[config.mk]
export PLATFORM = sky130hd
export DESIGN_NAME = ov7670_sccb_config
export DESIGN_NICKNAME = d
export VERILOG_FILES = /design/src/rtl/ov7670_sccb_config.sv
export SDC_FILE = /design/constraint.sdc
export NUM_CORES = 1
export LEC_CHECK = 0
export CAP_MARGIN = 10
export CELL_PAD_IN_SITES_DETAIL_PLACEMENT = 0
export CELL_PAD_IN_SITES_GLOBAL_PLACEMENT = 1
export CORE_ASPECT_RATIO = 0.7
export CORE_MARGIN = 3
export CORE_UTILIZATION = 48
export DETAILED_ROUTE_END_ITERATION = 8
export GPL_TIMING_DRIVEN = 0
export PLACE_DENSITY_LB_ADDON = 0.1
export SLEW_MARGIN = 15
export SYNTH_ARGS = -nofsm -noshare
export SYNTH_HDL_FRONTEND = slang
export SYNTH_SLANG_ARGS = --single-unit
[constraint.sdc]
create_clock -name clk -period 6.33 [get_ports clk]
set_clock_uncertainty 0.05 [all_clocks]
set_input_delay 0.633 -clock clk [delete_from_list [all_inputs] [get_ports clk]]
set_output_delay 0.633 -clock clk [all_outputs]
set_load 0.05 [all_outputs]
[src/rtl/ov7670_sccb_config.sv]
// rtl/ov7670_sccb_config.sv - OV7670 power-up register sequencer over SCCB; optional NACK detection under `SCCB_ACK_CHECK_EN`
module ov7670_sccb_config #(
  parameter int         QUARTER   = 125,
  parameter logic [7:0] DEV_ID    = 8'h42,
  parameter int         ROM_ABITS = 8,
  parameter int         MS_CYCLES = 50000
) (
  input  logic                 clk,
  input  logic                 rst,
  input  logic                 start,
  output logic                 busy,
  output logic                 done,
  output logic [ROM_ABITS-1:0] rom_addr,
  input  logic [15:0]          rom_data,
  output logic                 sioc,
  output logic                 siod_oe
`ifdef SCCB_ACK_CHECK_EN
  ,
  input  logic                 siod_in,
  output logic                 ack_err
`endif
);

  localparam int QW = $clog2(QUARTER);
  localparam int DW = $clog2(255 * MS_CYCLES + 1);

  typedef enum logic [3:0] {
    S_IDLE, S_FETCH, S_DECODE, S_START, S_BYTE, S_STOP, S_GAP, S_DELAY, S_NEXT, S_DONE
  } state_t;

  state_t          state, state_n;
  logic [QW-1:0]   qcnt;
  logic [1:0]      step;
  logic [3:0]      bit_idx;
  logic [1:0]      byte_idx;
  logic [15:0]     entry;
  logic            fetch_wait;
  logic [DW-1:0]   dcnt;
  logic [DW-1:0]   delay_target;
  logic            qtick;
  logic            accept;
  logic            nack;
  logic            sioc_d;
  logic            oe_d;
  logic [7:0]      cur_byte;

  assign qtick        = (qcnt == QW'(QUARTER - 1));
  assign accept       = (state == S_IDLE || state == S_DONE) && start;
  assign delay_target = DW'(entry[7:0]) * DW'(MS_CYCLES);
  assign cur_byte     = (byte_idx == 2'd0) ? DEV_ID :
                        (byte_idx == 2'd1) ? entry[15:8] : entry[7:0];

`ifdef SCCB_ACK_CHECK_EN
  assign nack = ack_err;
`else
  assign nack = 1'b0;
`endif

  // state register
  always_ff @(posedge clk or posedge rst) begin
    if (rst) state <= S_IDLE;
    else     state <= state_n;
  end

  // next-state and bus levels for the current quarter
  always_comb begin
    state_n = state;
    sioc_d  = 1'b1;
    oe_d    = 1'b0;
    case (state)
      S_IDLE, S_DONE: if (start) state_n = S_FETCH;
      S_FETCH:        if (fetch_wait) state_n = S_DECODE;
      S_DECODE: begin
        if (entry == 16'hFFFF)        state_n = S_DONE;
        else if (entry[15:8] == 8'hF0) state_n = (entry[7:0] == 8'd0) ? S_NEXT : S_DELAY;
        else                          state_n = S_START;
      end
      S_START: begin
        sioc_d = (step == 2'd0);
        oe_d   = 1'b1;
        if (qtick && step == 2'd1) state_n = S_BYTE;
      end
      S_BYTE: begin
        sioc_d = (step == 2'd1) || (step == 2'd2);
        oe_d   = (bit_idx == 4'd8) ? 1'b0 : ~cur_byte[3'd7 - bit_idx[2:0]];
        if (qtick && step == 2'd3 && bit_idx == 4'd8 && (byte_idx == 2'd2 || nack))
          state_n = S_STOP;
      end
      S_STOP: begin
        sioc_d = (step != 2'd0);
        oe_d   = (step != 2'd2);
        if (qtick && step == 2'd2) state_n = nack ? S_DONE : S_GAP;
      end
      S_GAP:   if (qtick && step == 2'd3) state_n = S_NEXT;
      S_DELAY: if (dcnt == delay_target - DW'(1)) state_n = S_NEXT;
      S_NEXT:  state_n = (rom_addr == '1) ? S_DONE : S_FETCH;
      default: state_n = S_IDLE;
    endcase
  end

  // quarter divider plus quarter/bit/byte position; restarts on every state entry
  always_ff @(posedge clk or posedge rst) begin
    if (rst) begin
      qcnt     <= '0;
      step     <= 2'd0;
      bit_idx  <= 4'd0;
      byte_idx <= 2'd0;
    end else begin
      if (state == S_IDLE || state == S_DONE || state_n != state) begin
        qcnt <= '0;
        step <= 2'd0;
      end else if (qtick) begin
        qcnt <= '0;
        step <= step + 2'd1;
      end else begin
        qcnt <= qcnt + QW'(1);
      end
      if (state != S_BYTE) begin
        bit_idx  <= 4'd0;
        byte_idx <= 2'd0;
      end else if (qtick && step == 2'd3) begin
        if (bit_idx == 4'd8) begin
          bit_idx  <= 4'd0;
          byte_idx <= byte_idx + 2'd1;
        end else begin
          bit_idx <= bit_idx + 4'd1;
        end
      end
    end
  end

  // table fetch (one ROM latency cycle) and delay-marker wait counter
  always_ff @(posedge clk or posedge rst) begin
    if (rst) begin
      fetch_wait <= 1'b0;
      entry      <= 16'd0;
      dcnt       <= '0;
    end else begin
      fetch_wait <= (state == S_FETCH) && !fetch_wait;
      if (state == S_FETCH && fetch_wait) entry <= rom_data;
      dcnt <= (state == S_DELAY) ? dcnt + DW'(1) : '0;
    end
  end

  // busy/done handshake and table address
  always_ff @(posedge clk or posedge rst) begin
    if (rst) begin
      busy     <= 1'b0;
      done     <= 1'b0;
      rom_addr <= '0;
    end else begin
      if (accept) begin
        busy     <= 1'b1;
        done     <= 1'b0;
        rom_addr <= '0;
      end else if (state_n == S_DONE && state != S_DONE) begin
        busy <= 1'b0;
        done <= 1'b1;
      end
      if (state == S_NEXT && rom_addr != '1) rom_addr <= rom_addr + ROM_ABITS'(1);
    end
  end

`ifdef SCCB_ACK_CHECK_EN
  // sticky NACK flag sampled at the end of Q1 of each ninth bit
  always_ff @(posedge clk or posedge rst) begin
    if (rst)
      ack_err <= 1'b0;
    else if (accept)
      ack_err <= 1'b0;
    else if (state == S_BYTE && bit_idx == 4'd8 && step == 2'd1 && qtick && siod_in)
      ack_err <= 1'b1;
  end
`endif

  // registered bus pins so SIOC/SIOD never glitch
  always_ff @(posedge clk or posedge rst) begin
    if (rst) begin
      sioc    <= 1'b1;
      siod_oe <= 1'b0;
    end else begin
      sioc    <= sioc_d;
      siod_oe <= oe_d;
    end
  end

endmodule

Word-level counts from Yosys, hierarchy flattened
Index checks and enable logic that the tools add are counted. Widths: inputs -> output; s select.

Magnitude comparators: 1. Add/sub/neg operators: 8. Bitwise gates (word level): 1. Reductions and logical operators: 26. Multiply operators: 1. Equality and inequality tests: 26. Multiplexer cells: 36.

Operator list (count): $mux 4 (14); $pmux 4 s9 (1); $mux 8 (4); $add 24x1->24 const B (1); $eq 24x24->1 (1); $mux 24 (1); $sub 24x1->24 const B (1); $mul 8x12->20 const B (1); $eq 16x16->1 const B (1); $eq 4x3->1 const B (4); $eq 4x4->1 const B (4); $eq 8x8->1 const B (2); $mux 7 (2); $reduce_bool 2->1 (6); $logic_and 1x1->1 (10); $mux 2 (5); $add 8x1->8 const B (1); $eq 4x2->1 const B (2); $logic_not 8->1 (1); $ne 8x8->1 const B (1); $add 7x1->7 const B (1); $eq 7x7->1 const B (1); $eq 2x2->1 const B (3); $mux 1 (6); 19 further kinds (25).

Bits in registers: 72. Output and inout bits: 12.

Longest topological paths before layout
Depth after elaboration: 10. Gate-level depth with buffers: 19.

Worst setup path after synthesis
No wires, ideal clock.

Path type: reg-to-reg. From: register entry[2]. To: register qcnt[1]. Arrival time: 4.731 ns. Clock period less this slack: 4.929 ns. Required time: 6.132 ns. Stages on the path, launching flop included: 18. Path slack: 1.401 ns. Path through: dfrtp_1 > ha_1 > ha_1 > fa_1 > inv_1 > fa_1 > inv_1 > ha_1 > and2b_1 > o2111a_1 > nor2_1 > a311o_4 > or2_0 > o41ai_2 > and3_1 > nor2_1 > nor4_4 > nor3b_1.

Longest elaborated chain between the ends: 8. Elaborated cells between the ends (all ways): 13.

RTL lines: start: declaration (RTL line 36) `logic [15:0] entry;`; start signal: assignment (RTL line 140) `if (state == S_FETCH && fetch_wait) entry <= rom_data;`; $mul 8x12->20 / $logic_not 8->1 (equally long branches) (RTL line 49, 75); $sub 24x1->24 / $mux 4 (equally long branches) (RTL line 95, 75); $eq 24x24->1 / $mux 4 (equally long branches) (RTL line 95, 75); $mux 4 (on tied branches) (RTL line 95, 74); $pmux 4 s9 * (RTL line 70) `case (state)`; $ne 4x4->1 * (RTL line 109) `if (state == S_IDLE || state == S_DONE || state_n != state) begin`; $logic_or 1x1->1 * (RTL line 109); $mux 7 * (RTL line 109); end signal: assignment (RTL line 116) `qcnt <= qcnt + QW'(1);`; end: declaration (RTL line 32) `logic [QW-1:0] qcnt;`.

Every way passes the cells marked *; elsewhere a longest branch is shown, timed or not. A chain may end at the register's enable or synchronous reset.

Worst setup path in the final report
From: register entry[2]. To: register step[0].

Longest elaborated chain between the ends: 8. Elaborated cells between the ends (all ways): 14.

RTL lines: $mul 8x12->20 / $logic_not 8->1 (equally long branches) (RTL line 49, 75); $sub 24x1->24 / $mux 4 (equally long branches) (RTL line 95, 75); $eq 24x24->1 / $mux 4 (equally long branches) (RTL line 95, 75); $mux 4 (on tied branches) (RTL line 95, 74); $pmux 4 s9 * (RTL line 70); $ne 4x4->1 * (RTL line 109); $logic_or 1x1->1 * (RTL line 109); $mux 2 / $reduce_bool 2->1 (equally long branches); end signal: assignment (RTL line 114) `step <= step + 2'd1;`; end: declaration (RTL line 33) `logic [1:0] step;`.

Marks and branches as above.

==> impl_metrics.ini <==
[place]
gpl.final_weighted_congestion = 0.8552
place.detailed.hpwl_um = 12630
port_buffers = 30

[logic_synthesis]
synth.top_cells.by_area = sky130_fd_sc_hd__dfrtp_1 (27%), sky130_fd_sc_hd__ha_1 (14%), sky130_fd_sc_hd__xnor2_1 (5.7%)
syn-cell-area_um2 = 6487
synth-edff-count = 0
postSynth.asyncResetShare_pct = 100.0
yosys_register_bits = 72
synth.yosys.warnings = 0
syn_area_per_cell_um2 = 9.023
yosys_most_used_dff = sky130_fd_sc_hd__dfrtp_1
seq_area_frac_synth_pct = 27.79
synthesized_instance_count = 719
synth_fp_nets = 821
top_cell_type_s_share_of_synthesized_area_pct = 27.39
synth_cell_types = 76
post_synthesis_cell_type_with_the_largest_combined_area = sky130_fd_sc_hd__dfrtp_1
yosys-top-cells-count = sky130_fd_sc_hd__dfrtp_1 (71), sky130_fd_sc_hd__ha_1 (71), sky130_fd_sc_hd__nor2_1 (61)

[global_route]
grt-ovfl-total = 0
grt_pass1_vias = 5227
antenna_found_initial = 0
grt_pass1_wl_um = 26320
grt_start_max_net_pins = 57
global_route.usage.total_pct = 21.64

[cells_and_area]
finish.net_count = 863
antennaDiodeCount = 0
signed_area_change_from_the_synthesized_netlist_to_the_final_layout_pct = 13.29
share_of_final_layout_standard_cells_stronger_than_drive_strength_1_pct = 9.138

[setup_path]
startpoint_type = register
worst-endpoint-required_ps = 6460
endpoint_kind = register
reg_to_reg_critical_path_startpoint = entry[2]
crit_arrival_ps = 5950
worst_r2r_path_depth = 17
path_class = register to register
worstSetupStartpoint = entry[2]
worst-path-max-fanout = 10
reg2reg_to = step[0]
setup.worst_path.end = step[0]
regToRegSetupSlack_ps = 510

[timing]
final-setup-viol-count = 0
unrepaired_setup_endpoints_after_global_routing = no
hold_violations = 0
period_minus_slack_ps = 5819
timing_worst_slew_pin_value_ps = 1004
setup_total_negative_slack_ps = 0
max-slew-margin-rel_pct = 32.64
timing.final.crit_share_pct = 91.93
report.final.slew_viol_count = 0
clock.fmax_ghz = 0.1718

[die]
dieWidth_um = 145.0
die_height_um = 103.3
placementRows = 34
starting_density_of_the_core_pct = 50.66
io-pin-count = 31
die_area_um2 = 14970
core_region_area_um2 = 12800

[clock_network]
cts-root-to-sink-buffers = 2
tritoncts.num_buffers = 9
ctsHtreeMaxLevel = 3
buffers_inserted_during_post_cts_setup_optimization = 0
worst_setup_hold_path_clk_slew_ps = 60
cts_resized = 0
clock_sink_count = 72
clockRootBuffer = sky130_fd_sc_hd__clkbuf_16
cts_tree = yes
clock_latency_ps = 330
holdBufCountCts = 0

[hold_path]
holdCritPathClass = register to register

[routing]
num_vias = 5448
detailedRoute.firstPassIterationCount = 5
drt.antenna.violating_nets = 0
wl_per_cell_um = 17.07
drt_first_iter_violations = 357
post_drt_via_cell_ratio = 5.759
drt-total-wl_um = 16150
drc = 0

[flow_run]
drv_cap = 0

[status]
result_of_the_run = complete, no violations
[worst min path at each step]
stage	end	from	cells after the start	slack (ps)
2_1_floorplan	dcnt[0]	dcnt[0]	1	380
3_3_place_gp	dcnt[0]	dcnt[0]	1	410
3_5_place_dp	dcnt[0]	dcnt[0]	1	410
4_1_cts	dcnt[0]	dcnt[0]	1	420
5_1_grt	dcnt[0]	dcnt[0]	1	450
6_report	dcnt[0]	dcnt[0]	1	420
[layout by cell type (no fill, tap or decap), types with 7 or more instances in the layout]
cell type                         instances
sky130_fd_sc_hd__nand2_1                 41
sky130_fd_sc_hd__mux2_2                  16
sky130_fd_sc_hd__clkdlybuf4s50_1         30
sky130_fd_sc_hd__nand3_1                 30
sky130_fd_sc_hd__a21o_1                   9
sky130_fd_sc_hd__o31ai_1                  8
sky130_fd_sc_hd__nor2_1                  61
sky130_fd_sc_hd__fa_1                    12
sky130_fd_sc_hd__nor3_1                  23
sky130_fd_sc_hd__xnor2_1                 42
sky130_fd_sc_hd__xor2_1                  17
sky130_fd_sc_hd__nor4_1                  10
sky130_fd_sc_hd__or3_1                    9
sky130_fd_sc_hd__dfrtp_1                 71
sky130_fd_sc_hd__nor2b_1                  7
sky130_fd_sc_hd__and2_1                   9
sky130_fd_sc_hd__clkbuf_1                18
sky130_fd_sc_hd__o21ai_0                 28
sky130_fd_sc_hd__nand2b_1                11
sky130_fd_sc_hd__a21oi_1                 32
sky130_fd_sc_hd__inv_1                   52
sky130_fd_sc_hd__ha_1                    71
sky130_fd_sc_hd__nand4_1                 13
sky130_fd_sc_hd__and3_1                  11
sky130_fd_sc_hd__a211oi_1                 9
sky130_fd_sc_hd__clkbuf_16                9
sky130_fd_sc_hd__or2_2                    8
[logic make-up (layout without fill, tap and decap cells)]
| group | count (synthesis) | count (layout) | share of synthesized area, % |
|---|---|---|---|
| xor gates and xnor gates | 60 | 60 | 8.312 |
| AOI/OAI and AO/OA | 144 | 144 | 16.01 |
| buffers and inverters | 78 | 125 | 4.744 |
| DFF | 72 | 72 | 27.79 |
| muxes | 24 | 24 | 4.397 |
| adders and majority gates | 83 | 83 | 17.40 |
| and+or+nand+nor | 258 | 258 | 21.35 |
[sequential cells by signal, indices dropped and copies added, names as in the netlist, 2 cells and up]
| signal | count |
|---|---|
| step | 2 |
| bit_idx | 4 |
| rom_addr | 8 |
| dcnt | 24 |
| byte_idx | 2 |
| state | 4 |
| qcnt | 7 |
| entry | 16 |
[per-stage QoR]
step | area (µm²) | setup slack (ps) | util [%] | std cells | hold slack (ps)
2_1_floorplan | 6487 | 1401 | - | 719 | 382.9
3_3_place_gp | 7013 | 612.0 | 54.77 | 929 | 406.2
3_5_place_dp | 7043 | 473.2 | 55.00 | 930 | 409.6
4_1_cts | 7350 | 436.0 | 57.40 | 946 | 418.7
5_1_grt | 7350 | 147.2 | 57.40 | 946 | 449.7
6_report | 7350 | 510.6 | 57.40 | 946 | 416.6
[cell type report]
cell class	instances	area, µm²
Buffer	25	108.9
Clock buffer	10	239.0
Clock inverter	6	67.56
Fill cell	1172	5455
Inverter	53	201.4
Multi-Input combinational cell	569	4377
Sequential cell	72	1803
Tap cell	180	225.2
Timing Repair Buffer	31	327.8
[critical path, stage by stage, from the launching register on]
cell	delay [ps]
sky130_fd_sc_hd__dfrtp_1	490
sky130_fd_sc_hd__ha_1	370
sky130_fd_sc_hd__ha_1	330
sky130_fd_sc_hd__fa_1	520
sky130_fd_sc_hd__inv_1	60
sky130_fd_sc_hd__fa_1	530
sky130_fd_sc_hd__inv_1	40
sky130_fd_sc_hd__ha_1	410
sky130_fd_sc_hd__xor2_1	410
sky130_fd_sc_hd__nand3_1	190
sky130_fd_sc_hd__a21oi_1	350
sky130_fd_sc_hd__o21ai_0	240
sky130_fd_sc_hd__nor4_4	270
sky130_fd_sc_hd__a41oi_1	180
sky130_fd_sc_hd__a221oi_2	310
sky130_fd_sc_hd__nor2_1	130
sky130_fd_sc_hd__nor4_4	660
sky130_fd_sc_hd__nor3_1	110
[metal layers]
metal,vias up,GRT usage (%),share of wire [%]
met5,-,0,0
met4,0,3.869,0.50
met3,6,4.573,5.7
met2,134,31.81,41
met1,2636,33.16,52
li1,2672,-,-
Power is left out: the tool's default activity adds up to more than one toggle a clock period on the data nets, which glitch-free logic cannot reach.
